### src/rtl/mem_port_arbiter_if.sv
// Signal bundle between the pipeline stages, the shared memory bus and mem_port_arbiter.
// The arbiter uses the slave view; the stages/bus environment uses the master view.
interface mem_port_arbiter_if #(
    parameter int ADDR_W = 64,
    parameter int DATA_W = 64
);
    logic              ireq_valid;
    logic [ADDR_W-1:0] ireq_addr;
    logic              iflush;
    logic              iresp_ok;
    logic [31:0]       iresp_data;

    logic              dreq_valid;
    logic [ADDR_W-1:0] dreq_addr;
    logic              dreq_write;
    logic [2:0]        dreq_size;
    logic [7:0]        dreq_strobe;
    logic [DATA_W-1:0] dreq_wdata;
    logic              dresp_ok;
    logic [DATA_W-1:0] dresp_data;

    logic              creq_valid;
    logic [ADDR_W-1:0] creq_addr;
    logic              creq_write;
    logic [2:0]        creq_size;
    logic [7:0]        creq_strobe;
    logic [DATA_W-1:0] creq_wdata;
    logic              cresp_ok;
    logic [DATA_W-1:0] cresp_data;

    logic              istall;
    logic              dstall;

    modport slave (
        input  ireq_valid, ireq_addr, iflush,
        input  dreq_valid, dreq_addr, dreq_write, dreq_size, dreq_strobe, dreq_wdata,
        input  cresp_ok, cresp_data,
        output iresp_ok, iresp_data, dresp_ok, dresp_data,
        output creq_valid, creq_addr, creq_write, creq_size, creq_strobe, creq_wdata,
        output istall, dstall
    );

    modport master (
        output ireq_valid, ireq_addr, iflush,
        output dreq_valid, dreq_addr, dreq_write, dreq_size, dreq_strobe, dreq_wdata,
        output cresp_ok, cresp_data,
        input  iresp_ok, iresp_data, dresp_ok, dresp_data,
        input  creq_valid, creq_addr, creq_write, creq_size, creq_strobe, creq_wdata,
        input  istall, dstall
    );
endinterface

### src/rtl/mem_port_arbiter.sv
// Round-robin arbiter of the core's single memory port between fetch and memory stage.
// One transaction at a time: latch, hold on the bus until acked, pulse ok to the owner.
module mem_port_arbiter #(
    parameter int ADDR_W = 64,
    parameter int DATA_W = 64
) (
    input  logic                clk,
    input  logic                resetn,
    mem_port_arbiter_if.slave   bus
);

    typedef enum logic [1:0] {
        ST_IDLE  = 2'd0,
        ST_REQ_I = 2'd1,
        ST_REQ_D = 2'd2,
        ST_RESP  = 2'd3
    } state_t;

    localparam logic GRANT_I = 1'b0;
    localparam logic GRANT_D = 1'b1;

    // Instruction words are 4-byte aligned, so addr[2] picks the half of the bus word.
    function automatic logic [31:0] fetch_word(input logic hi_half, input logic [DATA_W-1:0] data);
        if (hi_half) begin
            fetch_word = data[63:32];
        end else begin
            fetch_word = data[31:0];
        end
    endfunction

    state_t            state_r;
    state_t            state_next_s;
    logic              last_grant_r;
    logic              drop_r;
    logic              ireq_eff_s;
    logic              grant_i_s;
    logic              grant_d_s;
    logic              ack_i_s;
    logic              ack_d_s;

    logic              creq_valid_r;
    logic [ADDR_W-1:0] creq_addr_r;
    logic              creq_write_r;
    logic [2:0]        creq_size_r;
    logic [7:0]        creq_strobe_r;
    logic [DATA_W-1:0] creq_wdata_r;
    logic              iresp_ok_r;
    logic [31:0]       iresp_data_r;
    logic              dresp_ok_r;
    logic [DATA_W-1:0] dresp_data_r;

    assign ireq_eff_s = bus.ireq_valid & ~bus.iflush;
    assign ack_i_s    = (state_r == ST_REQ_I) & bus.cresp_ok;
    assign ack_d_s    = (state_r == ST_REQ_D) & bus.cresp_ok;

    // Next-state and grant decode; on contention the side not served last wins.
    always_comb begin
        state_next_s = state_r;
        grant_i_s    = 1'b0;
        grant_d_s    = 1'b0;
        case (state_r)
            ST_IDLE: begin
                if (ireq_eff_s && bus.dreq_valid) begin
                    if (last_grant_r == GRANT_I) begin
                        grant_d_s = 1'b1;
                    end else begin
                        grant_i_s = 1'b1;
                    end
                end else if (ireq_eff_s) begin
                    grant_i_s = 1'b1;
                end else if (bus.dreq_valid) begin
                    grant_d_s = 1'b1;
                end else begin
                    grant_i_s = 1'b0;
                end
                if (grant_i_s) begin
                    state_next_s = ST_REQ_I;
                end else if (grant_d_s) begin
                    state_next_s = ST_REQ_D;
                end else begin
                    state_next_s = ST_IDLE;
                end
            end
            ST_REQ_I, ST_REQ_D: begin
                if (bus.cresp_ok) begin
                    state_next_s = ST_RESP;
                end else begin
                    state_next_s = state_r;
                end
            end
            ST_RESP: state_next_s = ST_IDLE;
            default: state_next_s = ST_IDLE;
        endcase
    end

    // State register.
    always_ff @(posedge clk or negedge resetn) begin
        if (!resetn) begin
            state_r <= ST_IDLE;
        end else begin
            state_r <= state_next_s;
        end
    end

    // Shared-port request register: loaded on grant, held until the bus acknowledges.
    always_ff @(posedge clk or negedge resetn) begin
        if (!resetn) begin
            creq_valid_r  <= 1'b0;
            creq_addr_r   <= {ADDR_W{1'b0}};
            creq_write_r  <= 1'b0;
            creq_size_r   <= 3'd0;
            creq_strobe_r <= 8'd0;
            creq_wdata_r  <= {DATA_W{1'b0}};
            last_grant_r  <= GRANT_I;
        end else if (grant_i_s) begin
            creq_valid_r  <= 1'b1;
            creq_addr_r   <= bus.ireq_addr;
            creq_write_r  <= 1'b0;
            creq_size_r   <= 3'd2;
            creq_strobe_r <= 8'd0;
            creq_wdata_r  <= {DATA_W{1'b0}};
            last_grant_r  <= GRANT_I;
        end else if (grant_d_s) begin
            creq_valid_r  <= 1'b1;
            creq_addr_r   <= bus.dreq_addr;
            creq_write_r  <= bus.dreq_write;
            creq_size_r   <= bus.dreq_size;
            creq_strobe_r <= bus.dreq_strobe;
            creq_wdata_r  <= bus.dreq_wdata;
            last_grant_r  <= GRANT_D;
        end else if (ack_i_s || ack_d_s) begin
            creq_valid_r  <= 1'b0;
        end else begin
            creq_valid_r  <= creq_valid_r;
        end
    end

    // A flush seen during a fetch marks it stale; it still completes on the bus silently.
    always_ff @(posedge clk or negedge resetn) begin
        if (!resetn) begin
            drop_r <= 1'b0;
        end else if ((state_r == ST_REQ_I) && bus.iflush) begin
            drop_r <= 1'b1;
        end else if (state_r == ST_RESP) begin
            drop_r <= 1'b0;
        end else begin
            drop_r <= drop_r;
        end
    end

    // Response capture; ok pulses land in the cycle after the acknowledge.
    always_ff @(posedge clk or negedge resetn) begin
        if (!resetn) begin
            iresp_ok_r   <= 1'b0;
            iresp_data_r <= 32'd0;
            dresp_ok_r   <= 1'b0;
            dresp_data_r <= {DATA_W{1'b0}};
        end else begin
            iresp_ok_r <= ack_i_s & ~drop_r & ~bus.iflush;
            dresp_ok_r <= ack_d_s;
            if (ack_i_s) begin
                iresp_data_r <= fetch_word(creq_addr_r[2], bus.cresp_data);
            end else begin
                iresp_data_r <= iresp_data_r;
            end
            if (ack_d_s) begin
                dresp_data_r <= bus.cresp_data;
            end else begin
                dresp_data_r <= dresp_data_r;
            end
        end
    end

    assign bus.creq_valid  = creq_valid_r;
    assign bus.creq_addr   = creq_addr_r;
    assign bus.creq_write  = creq_write_r;
    assign bus.creq_size   = creq_size_r;
    assign bus.creq_strobe = creq_strobe_r;
    assign bus.creq_wdata  = creq_wdata_r;
    assign bus.iresp_ok    = iresp_ok_r;
    assign bus.iresp_data  = iresp_data_r;
    assign bus.dresp_ok    = dresp_ok_r;
    assign bus.dresp_data  = dresp_data_r;
    assign bus.istall      = bus.ireq_valid & ~iresp_ok_r & ~bus.iflush;
    assign bus.dstall      = bus.dreq_valid & ~dresp_ok_r;

endmodule

### src/flat_wrapper.sv
// flat-port wrapper written by rule: the top's interface ports become plain ports
module mem_port_arbiter_flat 
#(
    parameter int ADDR_W = 64,
    parameter int DATA_W = 64
)
  (clk, resetn, bus_ireq_valid, bus_ireq_addr, bus_iflush, bus_dreq_valid, bus_dreq_addr, bus_dreq_write, bus_dreq_size, bus_dreq_strobe, bus_dreq_wdata, bus_cresp_ok, bus_cresp_data, bus_iresp_ok, bus_iresp_data, bus_dresp_ok, bus_dresp_data, bus_creq_valid, bus_creq_addr, bus_creq_write, bus_creq_size, bus_creq_strobe, bus_creq_wdata, bus_istall, bus_dstall);
  mem_port_arbiter_if #(.ADDR_W(ADDR_W), .DATA_W(DATA_W)) bus_i ();
  input  logic clk;
  input  logic resetn;
  input wire logic [$bits(bus_i.ireq_valid)-1:0] bus_ireq_valid;
  input wire logic [$bits(bus_i.ireq_addr)-1:0] bus_ireq_addr;
  input wire logic [$bits(bus_i.iflush)-1:0] bus_iflush;
  input wire logic [$bits(bus_i.dreq_valid)-1:0] bus_dreq_valid;
  input wire logic [$bits(bus_i.dreq_addr)-1:0] bus_dreq_addr;
  input wire logic [$bits(bus_i.dreq_write)-1:0] bus_dreq_write;
  input wire logic [$bits(bus_i.dreq_size)-1:0] bus_dreq_size;
  input wire logic [$bits(bus_i.dreq_strobe)-1:0] bus_dreq_strobe;
  input wire logic [$bits(bus_i.dreq_wdata)-1:0] bus_dreq_wdata;
  input wire logic [$bits(bus_i.cresp_ok)-1:0] bus_cresp_ok;
  input wire logic [$bits(bus_i.cresp_data)-1:0] bus_cresp_data;
  output wire logic [$bits(bus_i.iresp_ok)-1:0] bus_iresp_ok;
  output wire logic [$bits(bus_i.iresp_data)-1:0] bus_iresp_data;
  output wire logic [$bits(bus_i.dresp_ok)-1:0] bus_dresp_ok;
  output wire logic [$bits(bus_i.dresp_data)-1:0] bus_dresp_data;
  output wire logic [$bits(bus_i.creq_valid)-1:0] bus_creq_valid;
  output wire logic [$bits(bus_i.creq_addr)-1:0] bus_creq_addr;
  output wire logic [$bits(bus_i.creq_write)-1:0] bus_creq_write;
  output wire logic [$bits(bus_i.creq_size)-1:0] bus_creq_size;
  output wire logic [$bits(bus_i.creq_strobe)-1:0] bus_creq_strobe;
  output wire logic [$bits(bus_i.creq_wdata)-1:0] bus_creq_wdata;
  output wire logic [$bits(bus_i.istall)-1:0] bus_istall;
  output wire logic [$bits(bus_i.dstall)-1:0] bus_dstall;
  assign bus_i.ireq_valid = bus_ireq_valid;
  assign bus_i.ireq_addr = bus_ireq_addr;
  assign bus_i.iflush = bus_iflush;
  assign bus_i.dreq_valid = bus_dreq_valid;
  assign bus_i.dreq_addr = bus_dreq_addr;
  assign bus_i.dreq_write = bus_dreq_write;
  assign bus_i.dreq_size = bus_dreq_size;
  assign bus_i.dreq_strobe = bus_dreq_strobe;
  assign bus_i.dreq_wdata = bus_dreq_wdata;
  assign bus_i.cresp_ok = bus_cresp_ok;
  assign bus_i.cresp_data = bus_cresp_data;
  assign bus_iresp_ok = bus_i.iresp_ok;
  assign bus_iresp_data = bus_i.iresp_data;
  assign bus_dresp_ok = bus_i.dresp_ok;
  assign bus_dresp_data = bus_i.dresp_data;
  assign bus_creq_valid = bus_i.creq_valid;
  assign bus_creq_addr = bus_i.creq_addr;
  assign bus_creq_write = bus_i.creq_write;
  assign bus_creq_size = bus_i.creq_size;
  assign bus_creq_strobe = bus_i.creq_strobe;
  assign bus_creq_wdata = bus_i.creq_wdata;
  assign bus_istall = bus_i.istall;
  assign bus_dstall = bus_i.dstall;
  mem_port_arbiter #(.ADDR_W(ADDR_W), .DATA_W(DATA_W)) u_core (.clk(clk), .resetn(resetn), .bus(bus_i));
endmodule
### config.mk
export PLATFORM = sky130hd
export DESIGN_NAME = mem_port_arbiter_flat
export DESIGN_NICKNAME = d
export VERILOG_FILES = /design/src/rtl/mem_port_arbiter_if.sv /design/src/rtl/mem_port_arbiter.sv /design/src/flat_wrapper.sv
export SDC_FILE = /design/constraint.sdc
export NUM_CORES = 1
export LEC_CHECK = 0
export BUFFER_PORTS_ARGS = -buffer_cell sky130_fd_sc_hd__buf_4
export CORE_AREA = 2 2 202 204
export DETAILED_ROUTE_END_ITERATION = 8
export DIE_AREA = 0 0 204 206
export GPL_ROUTABILITY_DRIVEN = 0
export SLEW_MARGIN = 10
export SYNTH_ARGS = -nofsm -noshare
export SYNTH_HDL_FRONTEND = slang
export SYNTH_SLANG_ARGS = --single-unit
### constraint.sdc
create_clock -name clk -period 1.8 [get_ports clk]
set_input_delay 0.09 -clock clk [delete_from_list [all_inputs] [get_ports clk]]
set_output_delay 0.09 -clock clk [all_outputs]
set_load 0.05 [all_outputs]
* Word level (Yosys, flattened, before mapping)
Index checks and enable logic that the tools add are counted.
** Operators by class
- $add $sub $neg :: 0
- $mul :: 0
- Div/mod/pow operators :: 0
- Magnitude comparators :: 0
- Equal/unequal tests :: 4
- Shift-type cells :: 0
- Muxes and demuxes :: 33
- Bitwise gates (word level) :: 12
- Reductions and logical operators :: 8
** Operators with widths (number)
- $mux W64 :: 4
- $mux W32 :: 1
- $mux W1 :: 20
- $mux W8 :: 2
- $and A1 B1 Y1 :: 8
- $mux W2 :: 3
- $mux W3 :: 2
- $pmux W2 S3 :: 1
- $eq A2 B2 Y1 const B :: 2
- $not A1 Y1 :: 4
- $reduce_bool A2 Y1 :: 2
- $reduce_bool A3 Y1 :: 1
- $eq A2 B1 Y1 const B :: 1
- $logic_and A1 B1 Y1 :: 2
- $logic_not A2 Y1 :: 1
- $ne A2 B2 Y1 const B :: 1
- $reduce_or A2 Y1 :: 1
- $logic_or A1 B1 Y1 :: 1
** Storage, ports and cells
- Bits in registers :: 243
- Bits in latches :: 0
- Bits in writable memories :: 0
- ROM bits :: 0
- Input port bits :: 274
- Word-level logic and storage cells :: 70
- Memories :: 0

* Depth between registers and ports, before layout
- Depth in word-level cells :: 8
- Depth in mapped cells :: 7

* Worst setup path after synthesis
Ideal clock, no wire load.
- Path kind :: reg-to-reg
- Start point :: reg u_core.state_r[0]
- End point :: reg u_core.dresp_data_r[25], in the netlist u_core.bus.dresp_data[25]
- Setup time :: 0.125 ns
- Arrival time :: 1.431 ns
- Data required time :: 1.675 ns
- Slack :: 0.245 ns
- Stages on the path, launching flop included :: 7
- Path buffers :: 2
- Cell sequence :: dfrtp_1 inv_1 ha_1 nand2_1 buf_2 buf_2 mux2_2
** On the way
- Longest elaborated chain between the ends :: 2
** RTL lines
- start, declared :: RTL line mem_port_arbiter.sv:31 : state_t state_r;
- start signal, assigned :: RTL line mem_port_arbiter.sv:101 : state_r <= state_next_s;
- $eq A2 B2 Y1 :: RTL line mem_port_arbiter.sv:54 : assign ack_d_s = (state_r == ST_REQ_D) & bus.cresp_ok;
- $and A1 B1 Y1 :: RTL line mem_port_arbiter.sv:54
- end signal, assigned :: RTL line mem_port_arbiter.sv:157 : dresp_data_r <= {DATA_W{1'b0}};
- end signal, assigned :: RTL line mem_port_arbiter.sv:167 : dresp_data_r <= bus.cresp_data;
- end signal, assigned :: RTL line mem_port_arbiter.sv:169 : dresp_data_r <= dresp_data_r;
- end, declared :: RTL line mem_port_arbiter.sv:50 : logic [DATA_W-1:0] dresp_data_r;
No other way between the ends.
A chain may end at the register's enable or synchronous reset.

* Worst setup path after layout
- Start point :: reg u_core.state_r[0]
- End point :: reg u_core.creq_addr_r[43], in the netlist u_core.bus.creq_addr[43]
** On the way
- Longest elaborated chain between the ends :: 3
- Elaborated cells between the ends (all ways) :: 5
- Those cells by class :: mux: 3; reduce/logical: 2
** RTL lines
- $logic_not A2 Y1 * :: RTL line mem_port_arbiter.sv:61 : case (state_r)
- $mux W1 :: RTL line mem_port_arbiter.sv:61
- $mux W64 / $reduce_bool A2 Y1 (equally long branches)
- end signal, assigned :: RTL line mem_port_arbiter.sv:109 : creq_addr_r <= {ADDR_W{1'b0}};
- end signal, assigned :: RTL line mem_port_arbiter.sv:117 : creq_addr_r <= bus.ireq_addr;
- end signal, assigned :: RTL line mem_port_arbiter.sv:125 : creq_addr_r <= bus.dreq_addr;
- end, declared :: RTL line mem_port_arbiter.sv:42 : logic [ADDR_W-1:0] creq_addr_r;
Every way passes the cells marked *; elsewhere a longest branch is shown, timed or not.

==> out/qor.yml <==
outcome:
  status: "complete, no violations"
floorplanning:
  core_area_um2: 40180
  io_pins: 515
  die_h_um: 206
  num_rows: 74
  floorplan.initialDensity_pct: 25.06
  die_w_um: 204
  die_area_um2: 42020
critical_path:
  critPathCaptureType: "flip-flop"
  cp_max_fo: 42
  r2r_end: "u_core.bus.creq_addr[43]"
  reg2reg_from: "u_core.state_r[0]"
  cp-start-kind: "flip-flop"
  worst_path_max_delay_cell: "dfrtp_1"
  crit_family: "flip-flops"
  rrSetupSlack_ps: 90
  slowest_delay_ps: 380
  cp_common_cell: "a21oi_1"
  crit_chain: "inv_1 -> ha_2 -> and3_4 -> buf_12 -> a21oi_1 -> a21oi_1"
  worstPathRequired_ps: 2260
  critPathKind: "reg -> reg"
  ff2ff_path_depth: 6
  startpoint: "u_core.state_r[0]"
  cp_data_arrival_time_ps: 2180
  crit_buf_inv: 2
place:
  hpwl_um: 26260
  port_buffers: 514
  place_ws_ps: 44.14
  place_area_um2: 14850
clock_network:
  htreeDepth: 1
  root_buffer: "clkbuf_16"
  cts_buffer_depth: 3
  cts_num_sinks: 243
  cts_setup_buffers: 0
  clk-insertion-delay-late_ps: 540
  cts_tree: "built"
  cts_made_buffers: 27
  clk_pin_slew_ps: 60
global_routing:
  grt_pass1_vias: 10180
  grtUsageTotal_pct: 17.70
  antenna_found_initial: 0
  grt_pass1_wl_um: 58180
  grt_max_degree: 65
  grt_overflow_total: 0
synth:
  synth_edf_count: 0
  synth_fp_nets: 1107
  yosysTopAreaCellShare_pct: 60.38
  ys_types: 27
  async_flop_share_pct: 100.0
  synth-seq-cells: 243
  avgSynthCellArea_um2: 12.15
  yosysTopAreaCell: "dfrtp_1"
  syn_inst: 829
  ys_warn_count: 0
  yosysSeqAreaShare_pct: 60.38
  synthTopCellsByArea: "dfrtp_1 (60%), mux2_2 (7.2%), a21oi_2 (7.0%), a22o_1 (6.5%), nand2_1 (3.8%)"
  netlist_area_um2: 10070
  synth_ff_type: "dfrtp_1"
power_and_ir_drop:
  combPwrFrac_pct: 58.2
  ir_worst_vdd_v: 0.001286
  internal-power_mw: 18.44
  p_clk_share_pct: 15.3
  p_per_area_nw_per_um2: 1963
  leakage_nw: 8.913
  power_frac_seq_pct: 26.5
  switching_share_pct: 49.19
  power.switching_mw: 17.85
sta:
  relSlewSlack_pct: 68.57
  maxSlewViolCount: 0
  finalHoldViolations: 0
  setup-tns-final_ps: 0
  setup_viol: 0
  rsz0062_at_grt: "false"
  layout_setup_ws_ps: 87.09
  worst_pin_slew_ps: 471.5
  period_minus_slack_ps: 1713
  clock-skew-final_ps: 6.878
  layout_worst_path_cycle_share_pct: 95.16
  fmax_mhz: 583.8
cells_and_area:
  syn_to_final_growth_pct: 83.53
  fill_cells: 3602
  design_area_um2: 18480
  multiInputGateArea_um2: 3647
  antenna_cells: 0
  seqCellArea_um2: 6082
  layout-drive-gt1-share_pct: 45.87
  fin_nets: 1903
min_path:
  hold_path_class: "in -> async"
detailed_routing:
  wl_um: 39400
  drc: 0
  drt_pass1_iterations: 5
  wl_per_cell_um: 18.09
  postRouteAntennaNets: 0
  num_vias: 9687
  avgViaCountPerCell: 4.448
  drt_iter0_markers: 643
run:
  max_cap_violations: 0
[kinds of logic after synthesis]
logic type	count (synthesis)	synth area share [%]
buffers and inverters	66	3.690
AND/OR/NAND/NOR	176	6.870
flip-flops	243	60.38
multiplexers	97	10.44
AO/OA/AOI/OAI	243	18.13
adder cells (fa/ha/maj)	4	0.4970
[area by class of cell]
type	count	share of cell area [%]
sequential	243	32.91
tap	532	3.601
clock inverter	12	0.6431
inverter	4	0.08123
timing repair buffer	829	38.83
clock buffer	38	4.204
multi-input combinational	520	19.73
[power by group through the flow]
stage | clock network [mW] | registers, mW | logic [mW]
floorplan | 0 | 18.1 | 4.99
global placement | 0 | 9.58 | 20.4
detailed placement | 0 | 9.63 | 20.6
CTS | 5.70 | 9.56 | 21.1
global route | 5.97 | 9.89 | 22.1
finish | 5.56 | 9.61 | 21.1
[worst reg2reg max path, delay by kind of cell, from the launching register on]
family	cells	cell delay (ps)
compound gates	2	370
simple gates	1	250
fa+ha+maj	1	300
buf+inv	2	340
flops	1	380
[stage by stage]
stage / instances / power [mW] / utilization, % / hold WS [ps]
after floorplan: 829 / 23.07 / - / -205.6
after global routing: 2178 / 37.93 / 46.00 / 105.6
final: 2178 / 36.28 / 46.00 / 83.18
after CTS: 2178 / 36.40 / 45.99 / 75.82
after global placement: 1855 / 29.96 / 36.96 / 62.07
after detailed placement: 1855 / 30.23 / 36.96 / 61.28
[cells in the mapped netlist (2+ instances only)]
| library cell | n |
|---|---|
| ha_1 | 4 |
| inv_1 | 4 |
| dfrtp_1 | 243 |
| nand2b_1 | 2 |
| buf_4 | 6 |
| nand2_1 | 102 |
| mux2i_1 | 33 |
| a22o_1 | 75 |
| buf_1 | 4 |
| o21ai_0 | 33 |
| nor2_1 | 65 |
| mux2_2 | 64 |
| clkbuf_1 | 8 |
| buf_8 | 4 |
| nand3_1 | 2 |
| nor2b_1 | 2 |
| buf_2 | 39 |
| a21oi_1 | 49 |
| o22a_1 | 2 |
| a21oi_2 | 81 |
[registers in the layout (all words and copies together), names as in the netlist]
name / count
u_core.state_r: 2
u_core.last_grant_r: 1
u_core.bus.iresp_ok: 1
u_core.bus.creq_addr: 64
u_core.drop_r: 1
u_core.bus.creq_strobe: 8
u_core.bus.creq_valid: 1
u_core.bus.dresp_data: 64
u_core.bus.creq_size: 3
u_core.bus.dresp_ok: 1
u_core.bus.creq_write: 1
u_core.bus.iresp_data: 32
u_core.bus.creq_wdata: 64
[worst max-delay path by stage]
stage / endpoint / slack, ps / cells past startpoint
2_1_floorplan: u_core.bus.dresp_data[25] / 240 / 6
3_3_place_gp: u_core.bus.creq_addr[31] / 90 / 6
3_5_place_dp: u_core.bus.creq_wdata[9] / 40 / 6
4_1_cts: u_core.bus.creq_wdata[9] / 10 / 6
5_1_grt: u_core.bus.creq_addr[43] / 10 / 6
6_report: u_core.bus.creq_addr[43] / 90 / 6
[per-layer routing]
layer,vias to the layer above,GRT usage (%),share of wire (%),wire length (um)
li1,4493,-,-,-
met1,4762,21.20,40,15700
met2,362,31.91,52,20390
met3,70,3.012,5.6,2200
met4,0,6.315,2.8,1109
met5,-,0,0,0
[cells in the final DEF, fill, tap and decap left out, types with 2 or more instances in the layout]
cell / instances
buf_4: 534
dlygate4sd3_1: 273
dfrtp_1: 242
nand2_1: 100
a21oi_2: 80
a22o_1: 75
nor2_1: 65
mux2_2: 64
a21oi_1: 49
mux2i_1: 33
o21ai_0: 33
clkbuf_16: 27
buf_12: 21
clkinv_2: 7
clkbuf_8: 6
clkbuf_1: 5
inv_1: 4
ha_1: 3
nand2_2: 2
nor2b_1: 2
nand2b_1: 2
o22a_1: 2
clkinvlp_4: 2
bufinv_16: 2
[what timing repair did]
item                                    in CTS  in global routing
endpoints found under the hold margin      484                  0
hold buffers                               273                  0
gates resized for setup                      0                  1
endpoints found under the setup margin       0                115
Power figures use the tool's default switching activity.
